### src/rtl/byte_serial_subtractor.sv
// Multi-cycle subtractor: a - b - bin processed one SLICE-bit slice per clock,
// LSB first, with the borrow rippled through a registered flop.
module byte_serial_subtractor #(
    parameter int unsigned WIDTH = 32,
    parameter int unsigned SLICE = 8
) (
    input  logic             clk,
    input  logic             rst_n,
    input  logic             start_valid,
    output logic             start_ready,
    input  logic [WIDTH-1:0] a,
    input  logic [WIDTH-1:0] b,
    input  logic             bin,
    output logic             result_valid,
    input  logic             result_ready,
    output logic [WIDTH-1:0] diff,
    output logic             bout,
    output logic             zero,
    output logic             neg,
    output logic             ovf
);

    localparam int unsigned NSLICE = WIDTH / SLICE;
    localparam int unsigned CNT_W  = (NSLICE > 1) ? $clog2(NSLICE) : 1;
    localparam int unsigned SW     = SLICE + 1;
    localparam logic [CNT_W-1:0] LAST = CNT_W'(NSLICE - 1);

    typedef enum logic [1:0] {IDLE, RUN, DONE} state_t;

    state_t           state;
    state_t           state_nxt;
    logic             ready_nxt;
    logic             valid_nxt;
    logic             accept;
    logic             step;
    logic             finish;

    logic [WIDTH-1:0] op_a;
    logic [WIDTH-1:0] op_b;
    logic             borrow;
    logic [CNT_W-1:0] cnt;

    int unsigned      base;
    logic [SLICE-1:0] a_sl;
    logic [SLICE-1:0] b_sl;
    logic [SW-1:0]    slice_res;
    logic [WIDTH-1:0] diff_nxt;

    // State and handshake registers; start_ready stays low until the first edge after reset
    always_ff @(posedge clk or negedge rst_n) begin
        if (!rst_n) begin
            state        <= IDLE;
            start_ready  <= 1'b0;
            result_valid <= 1'b0;
        end else begin
            state        <= state_nxt;
            start_ready  <= ready_nxt;
            result_valid <= valid_nxt;
        end
    end

    // Next-state logic
    always_comb begin
        state_nxt = state;
        case (state)
            IDLE:    if (start_valid && start_ready) state_nxt = RUN;
            RUN:     if (cnt == LAST)                state_nxt = DONE;
            DONE:    if (result_ready)               state_nxt = IDLE;
            default:                                 state_nxt = IDLE;
        endcase
    end

    // Output / enable decode
    always_comb begin
        ready_nxt = 1'b0;
        valid_nxt = 1'b0;
        accept    = 1'b0;
        step      = 1'b0;
        finish    = 1'b0;
        ready_nxt = (state_nxt == IDLE);
        valid_nxt = (state_nxt == DONE);
        accept    = (state == IDLE) && start_valid && start_ready;
        step      = (state == RUN);
        finish    = step && (cnt == LAST);
    end

    // One slice of the subtraction, SLICE+1 bits wide so the top bit is the borrow
    always_comb begin
        base      = 32'(cnt) * SLICE;
        a_sl      = op_a[base +: SLICE];
        b_sl      = op_b[base +: SLICE];
        slice_res = {1'b0, a_sl} - {1'b0, b_sl} - SW'(borrow);
        diff_nxt  = diff;
        diff_nxt[base +: SLICE] = slice_res[SLICE-1:0];
    end

    // Datapath registers and flags
    always_ff @(posedge clk or negedge rst_n) begin
        if (!rst_n) begin
            op_a   <= '0;
            op_b   <= '0;
            borrow <= 1'b0;
            cnt    <= '0;
            diff   <= '0;
            bout   <= 1'b0;
            zero   <= 1'b0;
            neg    <= 1'b0;
            ovf    <= 1'b0;
        end else if (accept) begin
            op_a   <= a;
            op_b   <= b;
            borrow <= bin;
            cnt    <= '0;
        end else if (step) begin
            diff   <= diff_nxt;
            borrow <= slice_res[SLICE];
            cnt    <= (cnt == LAST) ? '0 : cnt + CNT_W'(1);
            if (finish) begin
                bout <= slice_res[SLICE];
                zero <= (diff_nxt == '0);
                neg  <= diff_nxt[WIDTH-1];
                ovf  <= (op_a[WIDTH-1] != op_b[WIDTH-1]) && (diff_nxt[WIDTH-1] != op_a[WIDTH-1]);
            end
        end
    end

endmodule

### config.mk
export PLATFORM = sky130hd
export DESIGN_NAME = byte_serial_subtractor
export DESIGN_NICKNAME = d
export VERILOG_FILES = /design/src/rtl/byte_serial_subtractor.sv
export SDC_FILE = /design/constraint.sdc
export NUM_CORES = 1
export LEC_CHECK = 0
export CORE_MARGIN = 2
export CORE_UTILIZATION = 30
export CTS_CLUSTER_SIZE = 40
export DETAILED_ROUTE_END_ITERATION = 16
export SYNTH_ARGS = -nofsm -noshare
export SYNTH_HDL_FRONTEND = slang
export SYNTH_SLANG_ARGS = --single-unit
### constraint.sdc
create_clock -name clk -period 5.7 [get_ports clk]
set_input_delay 0.855 -clock clk [delete_from_list [all_inputs] [get_ports clk]]
set_output_delay 0.855 -clock clk [all_outputs]
set_load 0.03 [all_outputs]
==> run_results.csv <==
group,metric,value,unit
job,maxCapViolations,0,
clock_network,cts_hold_buf,0,
logic_synthesis,yosys.area.top_type,"dfrtp_1",
drt,via_per_inst,4.83,
die,fp-row-count,47,
timing,drv_slew,0,
final_layout,area_delta_synth_final,31.0,%
logic_synthesis,ys_seq_elements,107,
placed_design,portBuffers,106,
min_path,hold_start,"op_a[29]",
critical_path,critPathKind,"reg2reg",
clock_network,cts.repair.resized,0,
die,die_h,134,µm
drt,wire_per_inst,16.6,µm
logic_synthesis,synth_top_area_share,52.5,%
final_layout,regArea,0.00268,mm²
logic_synthesis,synth_edf_count,0,
final_layout,drive_gt1_share,20.7,%
global_routing,first_global_vias,3592,
logic_synthesis,avgSynthCellArea,12.9,µm²
die,io_pins,107,
final_layout,finalNetCount,587,
logic_synthesis,synth_compound_area_share,9.59,%
min_path,whs_path_depth,1,
drt,drc,0,
critical_path,worstPathRequired,5.98,ns
placed_design,place_hpwl,8950,µm
timing,worst_slew_pin_slew,0.936,ns
logic_synthesis,synth_fa_ha_area_share,5.20,%
logic_synthesis,synth_top_family_by_area,"multiplexers",
die,core,0.0166,mm²
global_routing,grt_util_all_layers,13.7,%
critical_path,worst-path-max-fanout,19,
final_layout,antenna_cells,0,
final_layout,layout_common_cells,"107 x dfrtp_1, 105 x clkdlybuf4s50_1, 64 x mux2_2",
logic_synthesis,muxShareOfSynthArea,21.4,%
die,dieArea,0.0181,mm²
drt,routed_wl,12000,µm
logic_synthesis,netlist_instances,394,
critical_path,worstRegToRegCells,9,
logic_synthesis,synth_xor_area_share,0.859,%
min_path,holdPathEnd,"op_a[29]",
clock_network,cts_root_buffer,"clkbuf_16",
timing,setup_violations,0,
global_routing,gr-total-overflow,0,
clock_network,insertion_delay,0.35,ns
logic_synthesis,synthSimpleGateAreaFrac,7.34,%
critical_path,reg2reg_slack,1.60,ns
timing,rsz0062_at_grt,"no",
timing,finClkSkew,0.0102,ns
timing,hold_viol,0,
die,die_w,134,µm
timing,slew-limit-headroom,37.6,%
die,start_util,30.8,%
clock_network,tritoncts,"yes",
min_path,hp-class,"reg2reg",
clock_network,htree_levels,3,
critical_path,cp-end-kind,"flop",
timing,period_share,71.9,%
timing,fin_crit,4.10,ns
logic_synthesis,synth_flop_cell,"dfrtp_1",
critical_path,crit_arrival,4.38,ns
timing,finalSetupTns,0,ns
logic_synthesis,synth_warnings,0,
critical_path,reg2reg_to,"ovf",
logic_synthesis,async_flop_share,100,%
logic_synthesis,synth_nets,483,
final_layout,fillCellCount,1574,
clock_network,numCtsBuffers,9,
status,status,"completed",
global_routing,grt_max_degree,70,
critical_path,r2r-start,"cnt[0]",
critical_path,start_kind,"flop",
drt,drt_iter0_drc,152,
drt,drtPass1Iterations,4,
final_layout,multi_input_area,0.00227,mm²
drt,ant_nets,0,
global_routing,grt_pass1_wl,19100,µm
clock_network,cts.sinks,107,
final_layout,layout_commonest_cell,"dfrtp_1",
logic_synthesis,synth_area_leaders,"dfrtp_1 53%, mux2_2 14%, mux4_2 7.1%",
logic_synthesis,yosysUniqueCellTypes,43,
global_routing,antenna_found_initial,0,
timing,fmax,244,MHz
clock_network,path_clk_slew,0.07,ns
placed_design,gp_congestion,0.813,
clock_network,cts_setup_buffers,0,
logic_synthesis,seq_area_frac_synth,52.5,%
logic_synthesis,synth_area,0.00510,mm²
clock_network,cts_max_path_buffers,2,
drt,vias,3489,
==> per-stage QoR <==
step	cells	hold WS (ns)	util, %	instance area [µm²]	setup WS (ns)
after floorplan	394	0.472	-	5100	1.92
after global placement	707	0.485	38.6	6400	1.63
after detailed placement	707	0.492	38.6	6400	1.56
after CTS	723	0.508	40.3	6680	1.54
after global routing	723	0.518	40.3	6680	1.26
final	723	0.501	40.3	6680	1.60
==> registers in the layout, indices dropped and copies added (netlist names) <==
register      flops
result_valid      1
op_a             32
state             2
neg               1
diff             32
cnt               2
bout              1
ovf               1
start_ready       1
borrow            1
op_b             32
zero              1
==> cells by family after synthesis <==
family / after synthesis
simple gates: 78
mux: 81
compound gates: 63
xor+xnor: 5
fa+ha+maj: 20
buf+inv: 40
flops: 107
==> cell usage after synthesis (3+ instances only) <==
cell      instances
a21oi_1          10
a22o_1           24
clkbuf_1         13
dfrtp_1         107
ha_1             18
inv_1            23
mux2_2           64
mux4_2           16
nand2_1          28
nand2b_1          3
nand3_1           5
nor2_1           19
nor2b_1           3
nor3_1            4
nor4_1            6
o21ai_0           7
o31ai_1           5
or4_1             3
xor2_1            3
==> cell type report <==
type | instances | share of cell area, %
Timing Repair Buffer | 110 | 16.3
Clock buffer | 9 | 3.37
Tap cell | 220 | 4.12
Multi-Input combinational cell | 247 | 34.0
Inverter | 23 | 1.29
Sequential cell | 107 | 40.1
Clock inverter | 7 | 0.899
==> worst max path at each step <==
stage | from | to | slack [ns] | cells past startpoint
2_1_floorplan | cnt[0] | ovf | 1.92 | 10
3_3_place_gp | cnt[0] | ovf | 1.63 | 9
3_5_place_dp | cnt[0] | ovf | 1.56 | 9
4_1_cts | cnt[0] | ovf | 1.54 | 9
5_1_grt | cnt[0] | ovf | 1.26 | 12
6_report | cnt[0] | ovf | 1.60 | 9
==> worst max-delay path, cell delays in order (launching register included) <==
cell and delay, ns:
dfrtp_1 0.93, buf_4 0.36, mux4_2 0.54, fa_1 0.40, ha_1 0.35, a2111oi_4 0.10
or4b_1 0.54, a31o_1 0.26, or4b_1 0.46, nand3_1 0.09
==> metal layers <==
metal | part of all wire (%) | up-vias | routed length (µm) | global-route usage [%]
li1 | - | 1643 | - | -
met1 | 45 | 1729 | 5380 | 17.9
met2 | 49 | 100 | 5930 | 22.8
met3 | 4.1 | 17 | 497 | 2.87
met4 | 1.7 | 0 | 206 | 4.50
met5 | 0 | - | 0 | 0
Power is not shown: default switching activity piles up to over one toggle a cycle in this logic, so the estimate is an artifact.
